`src/rtl/core_pkg.sv`:
```
// rtl/core_pkg.sv - shared types and constants for the memory-access stage
package core_pkg;

  localparam int XLEN       = 32;
  localparam int BYTE_W     = 8;
  localparam int HALF_W     = 16;
  localparam int GPR_ADDR_W = 5;
  localparam int CSR_ADDR_W = 14;

  typedef enum logic [3:0] {
    LSU_NONE  = 4'd0,
    LSU_LD_B  = 4'd1,
    LSU_LD_H  = 4'd2,
    LSU_LD_W  = 4'd3,
    LSU_LD_BU = 4'd4,
    LSU_LD_HU = 4'd5,
    LSU_ST_B  = 4'd6,
    LSU_ST_H  = 4'd7,
    LSU_ST_W  = 4'd8
  } lsu_op_t;

  typedef enum logic [2:0] {
    MS_IDLE,
    MS_REQ,
    MS_WAIT,
    MS_DONE,
    MS_DRAIN
  } mem_state_t;

  typedef struct packed {
    logic [XLEN-1:0]       pc;
    logic [XLEN-1:0]       inst;
    logic [XLEN-1:0]       ex_result;
    logic                  rw_en;
    logic [GPR_ADDR_W-1:0] rw_addr;
    logic [XLEN-1:0]       lsu_data;
    lsu_op_t               lsu_op;
    logic                  csr_en;
    logic [CSR_ADDR_W-1:0] csr_addr;
    logic [XLEN-1:0]       csr_data;
  } mem_bundle_t;

  typedef struct packed {
    logic [XLEN-1:0]       pc;
    logic [XLEN-1:0]       inst;
    logic [XLEN-1:0]       rw_data;
    logic                  rw_en;
    logic [GPR_ADDR_W-1:0] rw_addr;
    logic                  csr_en;
    logic [CSR_ADDR_W-1:0] csr_addr;
    logic [XLEN-1:0]       csr_data;
    logic                  ale;
    logic [XLEN-1:0]       badv;
  } wb_bundle_t;

  function automatic logic lsu_is_load(lsu_op_t op);
    return op inside {LSU_LD_B, LSU_LD_H, LSU_LD_W, LSU_LD_BU, LSU_LD_HU};
  endfunction

  function automatic logic lsu_is_store(lsu_op_t op);
    return op inside {LSU_ST_B, LSU_ST_H, LSU_ST_W};
  endfunction

endpackage

```
`src/rtl/lsu_align.sv`:
```
// rtl/lsu_align.sv - byte-lane strobe/data generation, load extraction and misalign detect
module lsu_align
  import core_pkg::*;
#(
  parameter int DATA_W = 32,
  localparam int BYTES = DATA_W / 8,
  localparam int OFF_W = $clog2(BYTES)
) (
  input  lsu_op_t           op,
  input  logic [OFF_W-1:0]  off,
  input  logic [DATA_W-1:0] st_data,
  input  logic [DATA_W-1:0] rdata,
  output logic              is_load,
  output logic              is_store,
  output logic              misaligned,
  output logic [BYTES-1:0]  wstrb,
  output logic [DATA_W-1:0] wdata,
  output logic [DATA_W-1:0] ld_data
);

  logic [OFF_W-1:0]  half_off;
  logic [DATA_W-1:0] byte_sh;
  logic [DATA_W-1:0] half_sh;

  always_comb begin
    half_off   = {off[OFF_W-1:1], 1'b0};
    byte_sh    = rdata >> {off, 3'b000};
    half_sh    = rdata >> {half_off, 3'b000};
    is_load    = lsu_is_load(op);
    is_store   = lsu_is_store(op);
    misaligned = 1'b0;
    wstrb      = '0;
    wdata      = '0;
    ld_data    = rdata;
    case (op)
      LSU_LD_B:  ld_data = {{(DATA_W-BYTE_W){byte_sh[BYTE_W-1]}}, byte_sh[BYTE_W-1:0]};
      LSU_LD_BU: ld_data = {{(DATA_W-BYTE_W){1'b0}}, byte_sh[BYTE_W-1:0]};
      LSU_LD_H: begin
        misaligned = off[0];
        ld_data    = {{(DATA_W-HALF_W){half_sh[HALF_W-1]}}, half_sh[HALF_W-1:0]};
      end
      LSU_LD_HU: begin
        misaligned = off[0];
        ld_data    = {{(DATA_W-HALF_W){1'b0}}, half_sh[HALF_W-1:0]};
      end
      LSU_LD_W:  misaligned = |off;
      // Store data is replicated across lanes so the strobes alone select the target bytes.
      LSU_ST_B: begin
        wstrb = BYTES'(1) << off;
        wdata = {BYTES{st_data[BYTE_W-1:0]}};
      end
      LSU_ST_H: begin
        misaligned = off[0];
        wstrb      = BYTES'(3) << half_off;
        wdata      = {(BYTES/2){st_data[HALF_W-1:0]}};
      end
      LSU_ST_W: begin
        misaligned = |off;
        wstrb      = '1;
        wdata      = st_data;
      end
      default: ;
    endcase
  end

endmodule

```
`src/rtl/mem_stage.sv`:
```
// rtl/mem_stage.sv - memory-access pipeline stage between EX/MEM and MEM/WB
module mem_stage
  import core_pkg::*;
#(
  parameter int ADDR_W = XLEN,
  parameter int DATA_W = XLEN
) (
  input  logic                  clk,
  input  logic                  rst,
  input  logic                  ls_valid,
  output logic                  ts_ready,
  input  logic                  ns_ready,
  output logic                  ts_valid,
  input  logic                  flush,
  input  logic                  stall,
  input  logic [ADDR_W-1:0]     in_pc,
  input  logic [31:0]           in_inst,
  input  logic [DATA_W-1:0]     in_ex_result,
  input  logic                  in_rw_en,
  input  logic [4:0]            in_rw_addr,
  input  logic [DATA_W-1:0]     in_lsu_data,
  input  logic [3:0]            in_lsu_op,
  input  logic                  in_csr_rw_en,
  input  logic [13:0]           in_csr_rw_addr,
  input  logic [DATA_W-1:0]     in_csr_rw_data,
  output logic                  dm_req,
  input  logic                  dm_gnt,
  output logic                  dm_we,
  output logic [ADDR_W-1:0]     dm_addr,
  output logic [DATA_W/8-1:0]   dm_wstrb,
  output logic [DATA_W-1:0]     dm_wdata,
  input  logic                  dm_rvalid,
  input  logic [DATA_W-1:0]     dm_rdata,
  output logic [ADDR_W-1:0]     wb_pc,
  output logic [31:0]           wb_inst,
  output logic [DATA_W-1:0]     wb_rw_data,
  output logic                  wb_rw_en,
  output logic [4:0]            wb_rw_addr,
  output logic                  wb_csr_rw_en,
  output logic [13:0]           wb_csr_rw_addr,
  output logic [DATA_W-1:0]     wb_csr_rw_data,
  output logic                  wb_ale,
  output logic [ADDR_W-1:0]     wb_badv
);

  localparam int OFF_W = $clog2(DATA_W / 8);

  mem_state_t        state_q, state_d;
  mem_bundle_t       cap_q, cap_d;
  wb_bundle_t        wb_q, wb_d;
  logic              ts_valid_q, ts_valid_d;
  logic [DATA_W-1:0] rdata_q, rdata_d;

  mem_bundle_t       in_b;
  logic              in_idle, slot_free, accept, is_mem;
  logic              take_direct, take_mem, done_emit;

  lsu_op_t           al_op;
  logic [DATA_W-1:0] al_addr;
  logic              al_is_load, al_is_store, al_mis;
  logic [DATA_W/8-1:0] al_wstrb;
  logic [DATA_W-1:0] al_wdata, al_ld_data;

  always_comb begin
    in_b           = '0;
    in_b.pc        = in_pc;
    in_b.inst      = in_inst;
    in_b.ex_result = in_ex_result;
    in_b.rw_en     = in_rw_en;
    in_b.rw_addr   = in_rw_addr;
    in_b.lsu_data  = in_lsu_data;
    in_b.lsu_op    = lsu_op_t'(in_lsu_op);
    in_b.csr_en    = in_csr_rw_en;
    in_b.csr_addr  = in_csr_rw_addr;
    in_b.csr_data  = in_csr_rw_data;
  end

  // One aligner serves both the incoming bundle (classification in IDLE) and the captured one.
  assign in_idle = (state_q == MS_IDLE);
  assign al_op   = in_idle ? in_b.lsu_op    : cap_q.lsu_op;
  assign al_addr = in_idle ? in_b.ex_result : cap_q.ex_result;

  lsu_align #(.DATA_W(DATA_W)) u_align (
    .op         (al_op),
    .off        (al_addr[OFF_W-1:0]),
    .st_data    (cap_q.lsu_data),
    .rdata      (rdata_q),
    .is_load    (al_is_load),
    .is_store   (al_is_store),
    .misaligned (al_mis),
    .wstrb      (al_wstrb),
    .wdata      (al_wdata),
    .ld_data    (al_ld_data)
  );

  assign slot_free   = !ts_valid_q || ns_ready;
  assign ts_ready    = in_idle && !stall && slot_free;
  assign accept      = ls_valid && ts_ready;
  assign is_mem      = al_is_load || al_is_store;
  assign take_direct = accept && !flush && (!is_mem || al_mis);
  assign take_mem    = accept && !flush && is_mem && !al_mis;
  assign done_emit   = (state_q == MS_DONE) && !flush && slot_free && !stall;

  always_ff @(posedge clk or negedge rst) begin
    if (!rst) begin
      state_q <= MS_IDLE;
    end else begin
      state_q <= state_d;
    end
  end

  always_comb begin
    state_d = state_q;
    case (state_q)
      MS_IDLE:  if (take_mem) state_d = MS_REQ;
      MS_REQ: begin
        if (flush)       state_d = dm_gnt ? MS_DRAIN : MS_IDLE;
        else if (dm_gnt) state_d = MS_WAIT;
      end
      // A flush coinciding with the response has nothing left to drain.
      MS_WAIT: begin
        if (flush)          state_d = dm_rvalid ? MS_IDLE : MS_DRAIN;
        else if (dm_rvalid) state_d = MS_DONE;
      end
      MS_DONE:  if (flush || (slot_free && !stall)) state_d = MS_IDLE;
      MS_DRAIN: if (dm_rvalid) state_d = MS_IDLE;
      default:  state_d = MS_IDLE;
    endcase
  end

  always_comb begin
    dm_req   = 1'b0;
    dm_we    = 1'b0;
    dm_addr  = '0;
    dm_wstrb = '0;
    dm_wdata = '0;
    if (state_q == MS_REQ) begin
      dm_req   = 1'b1;
      dm_we    = al_is_store;
      dm_addr  = {cap_q.ex_result[ADDR_W-1:OFF_W], {OFF_W{1'b0}}};
      dm_wstrb = al_wstrb;
      dm_wdata = al_wdata;
    end
  end

  always_comb begin
    cap_d      = cap_q;
    rdata_d    = rdata_q;
    wb_d       = wb_q;
    ts_valid_d = ts_valid_q;
    if (take_mem) cap_d = in_b;
    if (state_q == MS_WAIT && dm_rvalid) rdata_d = dm_rdata;
    if (flush) begin
      ts_valid_d = 1'b0;
    end else if (take_direct) begin
      ts_valid_d    = 1'b1;
      wb_d.pc       = in_b.pc;
      wb_d.inst     = in_b.inst;
      wb_d.rw_data  = in_b.ex_result;
      wb_d.rw_en    = in_b.rw_en && !al_mis;
      wb_d.rw_addr  = in_b.rw_addr;
      wb_d.csr_en   = in_b.csr_en && !al_mis;
      wb_d.csr_addr = in_b.csr_addr;
      wb_d.csr_data = in_b.csr_data;
      wb_d.ale      = al_mis;
      wb_d.badv     = al_mis ? in_b.ex_result : '0;
    end else if (done_emit) begin
      ts_valid_d    = 1'b1;
      wb_d.pc       = cap_q.pc;
      wb_d.inst     = cap_q.inst;
      wb_d.rw_data  = al_is_load ? al_ld_data : cap_q.ex_result;
      wb_d.rw_en    = cap_q.rw_en && al_is_load;
      wb_d.rw_addr  = cap_q.rw_addr;
      wb_d.csr_en   = cap_q.csr_en;
      wb_d.csr_addr = cap_q.csr_addr;
      wb_d.csr_data = cap_q.csr_data;
      wb_d.ale      = 1'b0;
      wb_d.badv     = '0;
    end else if (ns_ready && !stall) begin
      ts_valid_d = 1'b0;
    end
  end

  always_ff @(posedge clk or negedge rst) begin
    if (!rst) begin
      cap_q      <= '0;
      rdata_q    <= '0;
      wb_q       <= '0;
      ts_valid_q <= 1'b0;
    end else begin
      cap_q      <= cap_d;
      rdata_q    <= rdata_d;
      wb_q       <= wb_d;
      ts_valid_q <= ts_valid_d;
    end
  end

  assign ts_valid       = ts_valid_q;
  assign wb_pc          = wb_q.pc;
  assign wb_inst        = wb_q.inst;
  assign wb_rw_data     = wb_q.rw_data;
  assign wb_rw_en       = wb_q.rw_en;
  assign wb_rw_addr     = wb_q.rw_addr;
  assign wb_csr_rw_en   = wb_q.csr_en;
  assign wb_csr_rw_addr = wb_q.csr_addr;
  assign wb_csr_rw_data = wb_q.csr_data;
  assign wb_ale         = wb_q.ale;
  assign wb_badv        = wb_q.badv;

  // The memory port must return its response at least one cycle after the grant.
  always_ff @(posedge clk) begin
    if (rst && state_q == MS_REQ && dm_gnt) begin
      assert (!dm_rvalid) else $error("mem_stage: dm_rvalid in the same cycle as dm_gnt");
    end
  end

endmodule

```
`config.mk`:
```
export PLATFORM = sky130hd
export DESIGN_NAME = mem_stage
export DESIGN_NICKNAME = d
export VERILOG_FILES = /design/src/rtl/core_pkg.sv /design/src/rtl/lsu_align.sv /design/src/rtl/mem_stage.sv
export SDC_FILE = /design/constraint.sdc
export NUM_CORES = 1
export LEC_CHECK = 0
export BUFFER_PORTS_ARGS = -buffer_cell sky130_fd_sc_hd__clkbuf_2
export CAP_MARGIN = 20
export CORE_MARGIN = 2
export CORE_UTILIZATION = 50
export CTS_CLUSTER_SIZE = 25
export DETAILED_ROUTE_END_ITERATION = 10
export PLACE_DENSITY = 0.76
export SLEW_MARGIN = 40
export SYNTH_ARGS = -nofsm -noshare
export SYNTH_HDL_FRONTEND = slang
export SYNTH_SLANG_ARGS = --single-unit
```
`constraint.sdc`:
```
create_clock -name clk -period 5.9 [get_ports clk]
set_clock_uncertainty 0.1 [all_clocks]
set_input_delay 0.885 -clock clk [delete_from_list [all_inputs] [get_ports clk]]
set_output_delay 0.885 -clock clk [all_outputs]
set_load 0.01 [all_outputs]
```
==> impl_results.md <==
* Fin crit share at around 73%
* Final HPWL DP at 36,900 um
* Die height at a little under 200 um
* Fin area at 22,340 um2
* DRT Wirelength at 53,880 um
* First-pass GRT wire length at 84,040 um
* Post-CTS Resized at 0
* Via count at ~15,000
* Logic pwr share at about 28%
* I/O pin total at 479
* Avg WL per Cell at 20.79 um
* Initial drt markers at 1,122
* Layout area overhead at 23.16%
* Antenna violations before repair at 6
* Layout cell share with drive strength beyond 1 at 32.02%
* Sink Count at 403
* CTS tree: built
* MaxCap Viol Count at 0
* Syn avg cell area at 10.82 um2
* Synth area leaders: dfrtp_1 56%, mux2_1 8.7%, nand2_1 5.8%, mux2_2 5.7%, a31oi_1 4.1%
* Final WS setup at 1570 ps
* Status: finished, final reports clean
* Post-Syn Instances at ~1,700
* Max frequency at about 230 MHz
* P_sw at 0.003561 W
* Rows at 69
* Cell variety after synth at 60
* Final max-slew violation count at 0
* YS warnings at 0
* Worst reg2reg path depth at 9
* CTS Buf Count at 43
* Peak supply drop at 0.3307 mV
* Worst EP required at around 5000 ps
* Clk pin slew, worst setup/hold paths at 60 ps
* Total gr overflow at 0
* Asr flop ratio synth at 100.0%
* Worst hold margin at 140.7 ps
* Clock Power Share at 25.7%
* Residual DRC count at 0
* Post-DP Area at between 20,000 and 25,000 um2
* Pleak at 10.69 nW
* Clk Latency, worst-skew pair at 530 ps
* Initial Util at 50.87%
* Slew @ Worst Pin at 817.4 ps
* Vias in the first global route at 14,990
* Post-synth EDFFs at 0
* Worst R2R End: wb_rw_data[0]
* Synth Flop Type: dfrtp_1
* Critical path type: flip-flop to output pin
* Final #Nets at approximately 2,300
* Worst-path fanout max at 16
* Setup Buffers After CTS at 0
* Mapped cell area at around 18,000 um2
* Register share of total power at roughly 46%
* Max transition margin at ~46%
* Post-route setup TNS at 0 ps
* Hold Violations, Final at 0
* Final cell count without fillers at between 2,000 and 3,000
* Hold/Removal Path Class: primary input to async pin
* Critical Path Sink Type: output pin
* Die width at between 150 and 200 um
* # port buffers at 476
* Worst EP arrival at 3340 ps
* Sequential share of the synthesized area at between 50% and 60%
* Setup slack, reg-to-reg at 2130 ps
* Core Footprint at 35,660 um2
* Crit path time final at about 4300 ps
* Die area at 37,820 um2
* RSZ-0062 raised after global routing: false
* Antenna viol nets, final at 0
* Switching share of power at 33.32%
* Clock Path Buffers at 3
* H-Tree Level Count at 2
* Place WS at 1790 ps
* Vias per inst at roughly 5.8
* #FFs+latches synth at 403
* Cells after DPL at around 2,500
* Gp weighted congestion at 0.9129
* Hold buffer count at CTS at 0
* PwrDens at about 480 nW/um2
* GRT Util Overall at 27.91%
* Area share of the largest cell type after synthesis at 55.60%
* Worst r2r src: state_q[0]
* CP startpoint kind: flip-flop
* Final setup fails at 0
* Root Driver: clkbuf_16
* Largest net degree at the start of global routing at 159
* Drt first pass iters at 5
* Power Internal at 0.007126 W
* Post-synth top cells: 403 x dfrtp_1, 282 x nand2_1, 151 x nor2_1
* Most frequent cell after synthesis: dfrtp_1
* Synth area leader: dfrtp_1
-- worst max-delay path by stage --
stage,to,start,depth (start not counted),slack [ps]
3_3_place_gp,dm_wdata[10],state_q[0],6,1690
5_1_grt,dm_wdata[4],state_q[0],7,1330
4_1_cts,dm_wdata[0],state_q[0],7,1320
3_5_place_dp,dm_wdata[0],in_lsu_op[0],8,1790
2_1_floorplan,dm_wdata[15],in_lsu_op[0],8,2490
6_report,dm_wdata[1],state_q[0],7,1570
-- layout by cell type, fill, tap and decap left out, types with 8 or more instances in the layout --
| cell type | instances |
|---|---|
| clkbuf_2 | 475 |
| dfrtp_1 | 403 |
| or3_1 | 10 |
| nand2_1 | 282 |
| a22o_1 | 33 |
| and2_1 | 41 |
| clkbuf_16 | 44 |
| nor2_1 | 151 |
| a211o_1 | 9 |
| buf_4 | 12 |
| a31oi_1 | 118 |
| clkbuf_1 | 11 |
| a22oi_1 | 15 |
| mux2_1 | 140 |
| o22ai_1 | 17 |
| a221oi_1 | 8 |
| mux2_2 | 92 |
| a21oi_1 | 71 |
| nand3_1 | 10 |
| mux2i_1 | 10 |
| o21ai_0 | 43 |
| and3_1 | 9 |
-- metal layers --
| metal | GRT usage, % | vias up | wire length (um) | part of all wire (%) |
|---|---|---|---|---|
| met5 | 0 | - | 13 | 0.024 |
| met2 | 44.13 | 686 | 25200 | 47 |
| met4 | 13.70 | 2 | 2454 | 4.6 |
| met1 | 36.22 | 7444 | 21280 | 39 |
| li1 | - | 6770 | - | - |
| met3 | 6.698 | 136 | 4934 | 9.2 |
-- registers in the layout, summed over array words and instances (netlist names), 3 cells and up --
signal / cells
state_q: 3
wb_badv: 32
wb_rw_addr: 5
wb_csr_rw_addr: 14
rdata_q: 32
wb_pc: 32
wb_rw_data: 32
cap_q: 185
wb_inst: 32
wb_csr_rw_data: 32
-- stage by stage --
| step | utilization [%] | power [W] |
|---|---|---|
| 2_1_floorplan | - | 0.006534 |
| 3_3_place_gp | 57.96 | 0.007760 |
| 3_5_place_dp | 58.39 | 0.007944 |
| 4_1_cts | 62.41 | 0.01073 |
| 5_1_grt | 62.65 | 0.01129 |
| 6_report | 62.66 | 0.01069 |
-- power by group through the flow --
stage / Sequential [W] / Combinational [W] / Clock, W
6_report: 0.00492 / 0.00302 / 0.00275
5_1_grt: 0.00508 / 0.00330 / 0.00291
4_1_cts: 0.00491 / 0.00303 / 0.00280
3_5_place_dp: 0.00494 / 0.00301 / 0
3_3_place_gp: 0.00486 / 0.00290 / 0
2_1_floorplan: 0.00491 / 0.00162 / 0
-- final cells by class --
type	count	area (um2)
fillers	2832	13320
flip-flops and latches	403	10080
multi-input cells	1138	7458
repair buffers	501	2753
clock buffers	61	1225
well taps	461	576.8
clock inverters	16	209.0
inverters	5	18.77
diodes	6	15.01
-- kinds of logic (layout without fill, tap and decap cells) --
| group | count (synthesis) | count (layout) | share of synthesized area, % |
|---|---|---|---|
| DFF | 403 | 403 | 55.60 |
| and+or+nand+nor | 540 | 540 | 12.87 |
| other | 1 | 8 | 0.02067 |
| muxes | 243 | 243 | 15.01 |
| xor gates and xnor gates | 2 | 2 | 0.09659 |
| buffers and inverters | 136 | 583 | 3.828 |
| AOI/OAI and AO/OA | 351 | 351 | 12.58 |
-- critical path: stages, from the launching register on --
cell and delay [ps]:
dfrtp_1 550, or3_1 710, mux2i_1 300, a21oi_4 490
nor2_1 80, nor2_1 350, and2_1 190, clkbuf_2 130
(Power assumes the default switching activity.)
